`config.mk`:
```
export PLATFORM = sky130hd
export DESIGN_NAME = out_capture_uart
export DESIGN_NICKNAME = d
export VERILOG_FILES = /design/src/rtl/out_capture_uart.sv
export SDC_FILE = /design/constraint.sdc
export NUM_CORES = 1
export LEC_CHECK = 0
export CAP_MARGIN = 20
export CELL_PAD_IN_SITES_DETAIL_PLACEMENT = 0
export CELL_PAD_IN_SITES_GLOBAL_PLACEMENT = 2
export CORE_UTILIZATION = 43
export DETAILED_ROUTE_END_ITERATION = 8
export HOLD_SLACK_MARGIN = 0.02
export PLACE_DENSITY_LB_ADDON = 0.2
export SLEW_MARGIN = 20
export SYNTH_ARGS = -nofsm -noshare
export SYNTH_HDL_FRONTEND = slang
export SYNTH_SLANG_ARGS = --single-unit
```
`constraint.sdc`:
```
create_clock -name clk -period 3.4 [get_ports clk]
set_input_delay 0.68 -clock clk [delete_from_list [all_inputs] [get_ports clk]]
set_output_delay 0.68 -clock clk [all_outputs]
set_load 0.01 [all_outputs]
```
`src/rtl/out_capture_uart.sv`:
```
// Captures changes on an observed byte bus into a 4-entry FIFO and streams each captured
// byte out as an 8N1 UART frame.
module out_capture_uart #(
    parameter int unsigned CLKS_PER_BIT = 16,
    parameter int unsigned FIFO_DEPTH   = 4
) (
    input  logic       clk,
    input  logic       rst,
    input  logic       ena,
    input  logic [7:0] data_in,
    output logic       tx,
    output logic       busy,
    output logic [2:0] fifo_count,
    output logic       overflow
);

    localparam int unsigned CntW   = (CLKS_PER_BIT > 1) ? $clog2(CLKS_PER_BIT) : 1;
    localparam int unsigned PtrW   = $clog2(FIFO_DEPTH);
    localparam logic [CntW-1:0] CntMax = CntW'(CLKS_PER_BIT - 1);
    localparam logic [2:0]      Depth  = 3'(FIFO_DEPTH);

    typedef enum logic [1:0] {StIdle, StStart, StData, StStop} state_e;

    state_e          state_q, state_d;
    logic [CntW-1:0] cnt_q, cnt_d;
    logic [2:0]      bit_idx_q, bit_idx_d;
    logic [7:0]      shift_q, shift_d;
    logic            tx_q, tx_d;
    logic            busy_q, busy_d;
    logic [7:0]      last_q, last_d;
    logic [7:0]      mem_q [FIFO_DEPTH];
    logic [PtrW-1:0] wr_ptr_q, wr_ptr_d;
    logic [PtrW-1:0] rd_ptr_q, rd_ptr_d;
    logic [2:0]      count_q, count_d;
    logic            ovf_q, ovf_d;
    logic            push, pop, wr_en, bit_done;

    // FIFO bookkeeping; pop is decided from pre-edge occupancy so a full FIFO can still accept
    // a push on the same edge the transmitter drains it.
    always_comb begin
        push     = ena && (data_in != last_q);
        bit_done = (cnt_q == CntMax);
        pop      = (count_q != 3'd0) &&
                   ((state_q == StIdle) || ((state_q == StStop) && bit_done));
        wr_en    = push && ((count_q != Depth) || pop);
        last_d   = push ? data_in : last_q;
        wr_ptr_d = wr_en ? wr_ptr_q + 1'b1 : wr_ptr_q;
        rd_ptr_d = pop ? rd_ptr_q + 1'b1 : rd_ptr_q;
        count_d  = count_q + {2'b00, wr_en} - {2'b00, pop};
        ovf_d    = ovf_q | (push & ~wr_en);
    end

    always_comb begin
        state_d   = state_q;
        cnt_d     = cnt_q;
        bit_idx_d = bit_idx_q;
        shift_d   = shift_q;
        tx_d      = tx_q;
        unique case (state_q)
            StIdle: begin
                cnt_d = '0;
                tx_d  = 1'b1;
                if (pop) begin
                    state_d = StStart;
                    shift_d = mem_q[rd_ptr_q];
                    tx_d    = 1'b0;
                end
            end
            StStart: begin
                if (bit_done) begin
                    cnt_d     = '0;
                    state_d   = StData;
                    bit_idx_d = 3'd0;
                    tx_d      = shift_q[0];
                end else begin
                    cnt_d = cnt_q + 1'b1;
                end
            end
            StData: begin
                if (bit_done) begin
                    cnt_d = '0;
                    if (bit_idx_q == 3'd7) begin
                        state_d = StStop;
                        tx_d    = 1'b1;
                    end else begin
                        bit_idx_d = bit_idx_q + 3'd1;
                        tx_d      = shift_q[bit_idx_q + 3'd1];
                    end
                end else begin
                    cnt_d = cnt_q + 1'b1;
                end
            end
            StStop: begin
                if (bit_done) begin
                    cnt_d = '0;
                    // Chain straight into the next start bit so queued frames have no gap.
                    if (pop) begin
                        state_d = StStart;
                        shift_d = mem_q[rd_ptr_q];
                        tx_d    = 1'b0;
                    end else begin
                        state_d = StIdle;
                        tx_d    = 1'b1;
                    end
                end else begin
                    cnt_d = cnt_q + 1'b1;
                end
            end
            default: begin
                state_d = StIdle;
                cnt_d   = '0;
                tx_d    = 1'b1;
            end
        endcase
        busy_d = (state_d != StIdle);
    end

    always_ff @(posedge clk or posedge rst) begin
        if (rst) begin
            state_q   <= StIdle;
            cnt_q     <= '0;
            bit_idx_q <= 3'd0;
            shift_q   <= 8'h00;
            tx_q      <= 1'b1;
            busy_q    <= 1'b0;
            last_q    <= 8'h00;
            wr_ptr_q  <= '0;
            rd_ptr_q  <= '0;
            count_q   <= 3'd0;
            ovf_q     <= 1'b0;
            for (int i = 0; i < int'(FIFO_DEPTH); i++) mem_q[i] <= 8'h00;
        end else begin
            state_q   <= state_d;
            cnt_q     <= cnt_d;
            bit_idx_q <= bit_idx_d;
            shift_q   <= shift_d;
            tx_q      <= tx_d;
            busy_q    <= busy_d;
            last_q    <= last_d;
            wr_ptr_q  <= wr_ptr_d;
            rd_ptr_q  <= rd_ptr_d;
            count_q   <= count_d;
            ovf_q     <= ovf_d;
            if (wr_en) mem_q[wr_ptr_q] <= data_in;
        end
    end

    assign tx         = tx_q;
    assign busy       = busy_q;
    assign fifo_count = count_q;
    assign overflow   = ovf_q;

endmodule

```
==> results.cfg, run 1 <==
[run_status]
status = finished clean

[die]
floorplan.die_area_um2 = 8050
starting_density_pct = 45.1
fp.coreArea_um2 = 7330
die_x_um = 89.7
floorplan.rows = 31
dieHeight_um = 89.7
floorplan.io_pins = 17

[min_path]
timing.hold.worst_path_depth = 1
hp-class = reg -> reg

[final_layout]
final_util_pct = 52.1
fillerInstances = 640
syn2layout_area_growth_pct = 15.3
final_area_um2 = 3820
share_of_post_route_cells_with_drive_strength_above_1_pct = 31.5
mostFrequentLayoutCells = dfrtp_1 (66), mux2_2 (43), clkdlybuf4s50_1 (16), ha_1 (14), xnor2_1 (13)
antennaDiodeCount = 0
mostFrequentLayoutCell = dfrtp_1
fin_nets = 294

[critical_path]
crit_path_max_fanout = 6
cp_slowest_cell = clkdlybuf4s50_1
worst-r2r-cell-count = 11
critical_path_required_ps = 3660
path_common_cell = xnor2_1
timing.setup.critical_path_class = in -> reg
critical_path.max_stage_delay_ps = 500
crit_path_capture_type = flop
critical_path_arrival_ps = 3010
reg2reg_slack_ps = 820
crit_chain = clkdlybuf4s50_1 > xnor2_1 > nand4_4 > o211ai_2 > ha_1 > inv_1 > ha_1 > fa_1 > xnor2_1 > xnor2_1
cp-start-kind = input pin

[power_and_ir_drop]
power_density_nw_per_um2 = 645
sw_frac_of_total_pct = 29.2
vdd.ir_drop.worst_v = 0.000277
proportion_of_power_drawn_by_flip_flops_and_latches_pct = 47.5
cellLeakagePower_nw = 1.60
power.switching_mw = 0.718
comb_power_share_pct = 28.7
cellInternalPower_mw = 1.74
pwr-share-clk_pct = 23.8

[synth]
synth_area_in_adders_pct = 5.90
synth_seq_cells = 67
syn_inst = 239
yosys.area_share.simple_pct = 5.56
post_synth_num_cell_types = 37
synth_sequential_area_ratio_pct = 50.7
synthFlopType = dfrtp_1
synthMuxAreaShare_pct = 24.1
synth_xor_xnor_area_share_pct = 3.71
ys.warnings.count = 0
area_fraction_in_compound_gates_after_synthesis_pct = 8.24
share_of_async_settable_or_async_resettable_flops_after_synthesis_pct = 100
synth_top_family_by_area = multiplexers
netlist_area_um2 = 3310
postSynthAreaPerCell_um2 = 13.8
synth-edff-count = 0
mappedNetlistNets = 265

[routing]
routed-via-count = 1944
routed_wirelength_um = 6000
drt_first_pass_iters = 4
detail_route.wl_per_cell_um = 16.1
ant_nets = 0
routed_via_density = 5.23
drtIter0Drc = 62
drc = 0

[timing]
timing.fmax_mhz = 364
final_period_minus_worst_setup_slack_ps = 2750
grt_setup_unrepaired = false
final_max_slew_viol_count = 0
worstMarginPinSlew_ps = 766
layout_setup_ws_ps = 652
final_setup_violating_endpoints = 0
hold_viol_final = 0
max_slew_margin_pct = 48.8
worst_clock_skew_ps = 8.19
final_cycle_utilization_of_the_critical_path_pct = 80.8
fin_setup_tns_ps = 0

[placement]
placement.io_buffers = 16
pre_cts_slack_ps = 272
routabilityCongestion = 0.679
dp_hpwl_um = 4250
place_area_um2 = 3640

[global_routing]
groute.usage.overall_pct = 16.8
grt_max_degree = 35
global_route_wire_length_before_repair_um = 10400
grt_pass1_vias = 2003
globalRouteOverflowTotal = 0
antenna_found_initial = 0

[clock_tree]
max-clock-path-buffers = 2
ctsResizeCount = 0
h_tree_levels = 3
cts_setup_buffers = 0
cts_buffers = 9
tritoncts_clock_tree = done
numClockSinks = 67
worstSkewPairLatency_ps = 330
clock-root-buffer = clkbuf_8
path_clk_slew_ps = 70
cts_hold_repair_buffers = 0

[run]
max_cap_viol_count = 0
-- final cells by class --
| cell class | instances | area (µm²) | area share [%] |
|---|---|---|---|
| Sequential cell | 67 | 1680 | 44.0 |
| Multi-Input combinational cell | 157 | 1570 | 41.2 |
| Timing Repair Buffer | 23 | 225 | 5.90 |
| Clock buffer | 10 | 138 | 3.61 |
| Tap cell | 99 | 124 | 3.25 |
| Clock inverter | 6 | 41.3 | 1.08 |
| Inverter | 10 | 37.5 | 0.984 |
-- sequential cells by signal, summed over array words and instances (netlist names) --
register,cells
tx,1
bit_idx_q,3
fifo_count,3
state_q,2
shift_q,8
overflow,1
cnt_q,4
busy,1
last_q,8
mem_q,32
rd_ptr_q,2
wr_ptr_q,2
-- cell families (layout without fill, tap and decap cells) --
| family | Yosys count | count (layout) |
|---|---|---|
| compound gates | 33 | 33 |
| xor+xnor | 14 | 14 |
| fa+ha+maj | 15 | 15 |
| buf+inv | 15 | 49 |
| flops | 67 | 67 |
| mux | 62 | 62 |
| simple gates | 33 | 33 |
-- synthesized netlist by cell type (all sizes together), types with 2 or more instances --
master  instances  area (µm²)
dfrtp          66        1650
mux2           52         586
ha             14         175
xnor2          13         114
nand2          11        41.3
o21ai          11         111
inv            10        37.5
nor2           10        40.0
mux4            9         203
a21oi           7        35.0
a22o            6        52.6
nor3            4        20.0
buf             3        13.8
clkbuf          2        7.51
nand4           2        42.5
o22ai           2        12.5
-- metrics by stage --
| stage | hold WS (ps) | std cells | power [mW] |
|---|---|---|---|
| floorplan | 457 | 239 | 1.68 |
| global placement | 472 | 356 | 1.89 |
| detailed placement | 480 | 356 | 1.91 |
| CTS | 497 | 372 | 2.51 |
| global route | 514 | 372 | 2.63 |
| finish | 487 | 372 | 2.46 |
-- worst max-delay path: cells and delay by family --
kind / cells / cell delay, ps
adder cells (fa/ha/maj): 3 / 720
XOR/XNOR: 3 / 650
buffers and inverters: 2 / 540
AO/OA/AOI/OAI: 1 / 280
AND/OR/NAND/NOR: 1 / 140
-- metal layers --
| metal | global-route usage, % | routed length [µm] | vias up |
|---|---|---|---|
| met1 | 22.5 | 2820 | 990 |
| met3 | 2.79 | 114 | 9 |
| met4 | 7.79 | 99 | 0 |
| li1 | - | - | 930 |
| met5 | 0 | 0 | - |
| met2 | 26.7 | 2970 | 15 |
-- power by group through the flow --
stage,sequential (mW),combinational (mW),clock [mW]
2_1_floorplan,1.16,0.520,0
3_3_place_gp,1.18,0.706,0
3_5_place_dp,1.19,0.721,0
4_1_cts,1.17,0.722,0.613
5_1_grt,1.21,0.777,0.649
6_report,1.17,0.706,0.586
-- worst paths after layout --
| check | end | startpoint |
|---|---|---|
| min reg2reg | overflow | overflow |
| min in group asynchronous | wr_ptr_q[1] | rst |
| min | overflow | overflow |
| max in group asynchronous | last_q[4] | rst |
| max reg2reg | fifo_count[2] | state_q[0] |
| max | fifo_count[2] | data_in[5] |
No activity file was read; power rests on OpenSTA's default activity.
==> inputs of run 2 (changes only) <==
==> constraint.sdc (replaced) <==
create_clock -name clk -period 2.8 [get_ports clk]
set_input_delay 0.56 -clock clk [delete_from_list [all_inputs] [get_ports clk]]
set_output_delay 0.56 -clock clk [all_outputs]
set_load 0.01 [all_outputs]
==> run 2 against run 1 <==
Utilization is 1.3 points higher; cell area is 2.5% higher; clock power is 40% higher; critical path type unchanged; global-route usage hardly changed; combinational power is 24% higher; non-clock buffer count is 10 higher; via count is 3.6% higher; clock skew is 2.4 ps higher.
==> results.cfg, run 2 (synthesis results as in run 1) <==
[routing]
routed_wirelength_um = 6050
routed_via_density = 5.27
detail_route.wl_per_cell_um = 15.8
drt_first_pass_iters = 4
drtIter0Drc = 61
routed-via-count = 2014
ant_nets = 0
drc = 0

[timing]
grt_setup_unrepaired = false
final_period_minus_worst_setup_slack_ps = 2540
fin_setup_tns_ps = 0
worstMarginPinSlew_ps = 601
max_slew_margin_pct = 59.9
final_cycle_utilization_of_the_critical_path_pct = 90.7
worst_clock_skew_ps = 10.6
fin_hold_ws_ps = 493
hold_viol_final = 0
timing.fmax_mhz = 394
final_max_slew_viol_count = 0
final_setup_violating_endpoints = 0

[final_layout]
fillerInstances = 628
reg_top3 = mem_q: 32 flops, last_q: 8 flops, shift_q: 8 flops
syn2layout_area_growth_pct = 18.2
top_register = mem_q
fin_nets = 304
largest_reg_flops = 32
mostFrequentLayoutCell = dfrtp_1
antennaDiodeCount = 0
final_util_pct = 53.4
share_of_post_route_cells_with_drive_strength_above_1_pct = 33.9
mostFrequentLayoutCells = dfrtp_1 (66), mux2_2 (43), clkdlybuf4s50_1 (16), buf_4 (16), ha_1 (14)

[critical_path]
crit_path_max_fanout = 6
critical_path.max_stage_delay_ps = 510
cp_slowest_cell = clkdlybuf4s50_1
path_delay_family = adder cells
path_common_cell = xnor2_1
worst-path-stages = 10
critical_path_required_ps = 3070
cp-start-kind = input pin
critical_path_arrival_ps = 2810
timing.setup.critical_path_class = in -> reg
crit_path_capture_type = flop
worst-r2r-cell-count = 11
buffering_stage_count_on_the_worst_path_with_inverters_included = 2
crit_chain = clkdlybuf4s50_1 > xnor2_1 > nand4_4 > o211ai_2 > ha_1 > inv_1 > ha_1 > fa_1 > xnor2_1 > xnor2_1

[clock_tree]
path_clk_slew_ps = 80
cts_setup_buffers = 0
numClockSinks = 67
tritoncts_clock_tree = done
max-clock-path-buffers = 2
worstSkewPairLatency_ps = 340
h_tree_levels = 3
ctsResizeCount = 0
clock-root-buffer = clkbuf_8
cts_buffers = 9
cts_hold_repair_buffers = 0

[run_status]
status = finished clean

[run]
max_cap_viol_count = 0

[die]
floorplan.rows = 31
die_x_um = 89.7
floorplan.io_pins = 17
floorplan.die_area_um2 = 8050
dieHeight_um = 89.7
starting_density_pct = 45.1
fp.coreArea_um2 = 7330

[global_routing]
grt_max_degree = 31
antenna_found_initial = 0
groute.usage.overall_pct = 16.7
grt_pass1_vias = 2120
globalRouteOverflowTotal = 0
global_route_wire_length_before_repair_um = 10400

[min_path]
hp-class = reg -> reg
timing.hold.worst_path_depth = 1

[power_and_ir_drop]
power_density_nw_per_um2 = 800
cellLeakagePower_nw = 1.66
total_power_mw = 3.13
vdd.ir_drop.worst_v = 0.000434

[placement]
dp_hpwl_um = 4300
placement.io_buffers = 16
routabilityCongestion = 0.724
## run 2: cell types whose count changed in the layout (fill, tap and decap cells not counted)
| cell | delta |
|---|---|
| clkinv_2 | -1 |
| clkinvlp_4 | -1 |
| buf_4 | +10 |
| inv_6 | +2 |
| bufinv_16 | +1 |
| clkbuf_8 | -1 |
## run 2: power by group
| group | internal (mW) | switching (mW) | total (mW) |
|---|---|---|---|
| combinational | 0.528 | 0.350 | 0.878 |
| clock | 0.417 | 0.405 | 0.822 |
| sequential | 1.27 | 0.165 | 1.43 |
| total | 2.21 | 0.921 | 3.13 |
## run 2: metrics by stage
step | cell area, µm² | worst slack (ps) | std cells
floorplan | 3310 | 323 | 239
CTS | 3910 | 252 | 382
finish | 3910 | 260 | 382
global placement | 3710 | -25.7 | 366
global route | 3910 | 77.8 | 382
detailed placement | 3710 | -93.9 | 366
## run 2: layout make-up
type                            count  area (µm²)  share of cell area, %
Sequential cell                    67        1680                   42.9
Multi-Input combinational cell    157        1570                   40.2
Timing Repair Buffer               33         300                   7.68
Clock buffer                        9         124                   3.17
Tap cell                           99         124                   3.17
Clock inverter                      7        76.3                   1.95
Inverter                           10        37.5                  0.959
## run 2: final timing paths
kind / slack (ps) / endpoint / from
setup / recovery: 260 / fifo_count[2] / data_in[1]
hold / removal: 490 / mem_q[12] / mem_q[12]
setup reg to reg: 310 / fifo_count[2] / state_q[0]
hold reg to reg: 490 / mem_q[12] / mem_q[12]
max in group asynchronous: 1620 / tx / rst
min in group asynchronous: 570 / wr_ptr_q[0] / rst
## run 2: layer usage
metal,vias to the layer above,wire length (µm),global-route usage (%),share of wire [%]
li1,948,-,-,-
met1,1041,2880,22.3,48
met2,17,2960,26.5,49
met3,8,89,3.30,1.5
met4,0,112,7.38,1.9
met5,-,0,0,0
==> RTL edit, RTL diff (settings of run 2) <==
Take the reset off `shift_q` and load it in a clocked block of its own.
--- a/src/rtl/out_capture_uart.sv
+++ b/src/rtl/out_capture_uart.sv
@@ -120,7 +120,6 @@
             state_q   <= StIdle;
             cnt_q     <= '0;
             bit_idx_q <= 3'd0;
-            shift_q   <= 8'h00;
             tx_q      <= 1'b1;
             busy_q    <= 1'b0;
             last_q    <= 8'h00;
@@ -133,7 +132,6 @@
             state_q   <= state_d;
             cnt_q     <= cnt_d;
             bit_idx_q <= bit_idx_d;
-            shift_q   <= shift_d;
             tx_q      <= tx_d;
             busy_q    <= busy_d;
             last_q    <= last_d;
@@ -145,6 +143,10 @@
         end
     end
 
+    always_ff @(posedge clk) begin
+        shift_q <= shift_d;
+    end
+
     assign tx         = tx_q;
     assign busy       = busy_q;
     assign fifo_count = count_q;
Check against the original RTL: same outputs for any inputs over 10 cycles, from zero or initial values and one cycle with rst high; that may be too few to reach the edited logic, so the function may still have changed.
==> RTL edit against run 2 <==
Clock power shrank 1%; critical path type unchanged; utilization down 0.80 points; setup slack worse by 0.099 ns; power decreased by 0.31%; highest routed layer unchanged; fmax decreased by 3.7%; non-clock buffer count decreased by 1; final area shrank 3.1%; area after synthesis decreased by 3.3%; wire length decreased by 7.8%; synthesized cell count is 0.84% lower; sequential cell count unchanged.
==> RTL edit: results (changes against run 2) <==
- Max clock buf depth: 2 (unchanged)
- Hold Path Origin: overflow$_DFF_PP0_
- Crit-path slowest cell: clkdlybuf4s50_1
- Synth top area cells: dfrtp_1, mux2_2, edfxtp_1, mux4_2, ha_1
- Type of the most critical hold path: register to register
- Ys async rst share: 88.06% (-12 points)
- Pleak: 1.599 nW (-3.9%)
- Layout cells sized above 1: 30.00% (-3.9 points)
- Diode count: 0 (unchanged)
- Vias in the first global route: 1884 (-11%)
- Worst-skew pair later-pin latency: 0.34 ns (about the same)
- Final std cells w/o fill: 379 (-0.79%)
- Netlist cell types: 40 (+8.1%)
- Post-synthesis xor/xnor area fraction: 3.830% (+0.12 points)
- Total global-route track usage: 16.79% (+0.062 points)
- RD Place Congestion: 0.7115 (-1.7%)
- Compound-Gate Fraction of Synth Area: 6.135% (-2.1 points)
- Relative slew slack: 61.04% (+1.1 points)
- Placed Area: 3591 um2 (-3.3%)
- Synth cell count leaders: dfrtp_1, mux2_2, nand2_1, ha_1, xnor2_1
- Via/cell ratio: 5.018 (-4.8%)
- PostCTS Resize Cnt: 0 (unchanged)
- Adder-Cell Fraction of Synth Area: 6.096% (+0.20 points)
- Syn Inst Count: 237 (-0.84%)
- Arr. time, crit path: 2.90 ns (+0.09 ns)
- Post-synth net total: 263 (-0.75%)
- CTS Buf Count: 9 (unchanged)
- Die Width: 88.29 um (-1.6%)
- Initial antenna violation count: 0 (unchanged)
- Critical path origin: data_in[3]
- Initial drt markers: 56 (-8.2%)
- Worst-path clk slew: 0.07 ns
- Port Buf Inserts: 16 (unchanged)
- Multiplexer area fraction after synthesis: 19.58% (-4.5 points)
- Ys flop type: dfrtp_1
- TritonRoute pass-1 iters: 4 (unchanged)
- DP Worst Slack: -0.2121 ns (-0.1181 ns)
- Clock Skew: 0.005314 ns (-0.005289 ns)
- H-Tree Depth: 3 (unchanged)
- DPL Wire Length: 3945 um (-8.4%)
- Root buf cell: clkbuf_8
- Crit path largest cell delay: 0.47 ns (-0.04 ns)
- Outcome: completed
- Synth warnings: 0 (unchanged)
- First-pass GRT wire length: 9397 um (-9.8%)
- Routed WL: 5575 um (-7.8%)
- Sequential-to-total area share from yosys stat: 53.65% (+3.0 points)
- Placed cell count: 363 (-0.82%)
- Reg2reg start: cnt_q[0]$_DFF_PP0_
- Peak VDD IR: 0.3627 mV (-16%)
- Max Fanout on Critical Path: 2 (-4)
- Nets: 301 (-0.99%)
- Biggest regs: mem_q: 32 flops, last_q: 8 flops, shift_q: 8 flops
- Setup bufs post-CTS: 0 (unchanged)
- Cell family with most CP delay: adder cells
- Post-synth EDFFs: 8 (+8)
- Largest net degree at the start of global routing: 60 (+94%)
-- RTL edit: cell count changes after synthesis, sizes merged, moves of 2 or more --
| cell | before | now |
|---|---|---|
| a21oi | 7 | 5 |
| dfrtp | 66 | 58 |
| edfxtp | 0 | 8 |
| mux2 | 52 | 35 |
| mux2i | 1 | 3 |
| nand2 | 11 | 27 |
| nand3 | 1 | 7 |
| nor2 | 10 | 7 |
| o21ai | 11 | 6 |
| o22ai | 2 | 0 |
| o31ai | 0 | 2 |
-- RTL edit: area by class of cell --
class                           instances  area, um2
Multi-Input combinational cell        154       1415
Sequential cell                        67       1718
Tap cell                               99      123.9
Inverter                               11      41.29
Clock inverter                          7      77.57
Fill cell                             662       3422
Clock buffer                            9      123.9
Timing Repair Buffer                   32      292.8
-- RTL edit: where the power goes --
part / switching, mW / internal [mW]
Clock: 0.395 / 0.417
Sequential: 0.162 / 1.30
Combinational: 0.323 / 0.526
Total: 0.879 / 2.24
-- RTL edit: metal layers --
layer	up-vias	global-route usage [%]	part of all wire [%]
met4	0	7.478	1.6
met2	27	26.57	48
li1	931	-	-
met5	-	0	0
met3	9	4.198	2.4
met1	935	21.96	48
-- RTL edit: worst paths after layout --
| kind | end | depth (start not counted) | slack, ns |
|---|---|---|---|
| worst max-delay path | fifo_count[2]$_DFF_PP0_ | 12 | 0.16 |
| worst min-delay path | overflow$_DFF_PP0_ | 1 | 0.49 |
| worst max register to register | fifo_count[2]$_DFF_PP0_ | 12 | 0.27 |
| worst min register to register | overflow$_DFF_PP0_ | 1 | 0.49 |
| max in group asynchronous | tx$_DFFE_PP1P_ | 3 | 1.90 |
| min in group asynchronous | fifo_count[0]$_DFF_PP0_ | 3 | 0.59 |
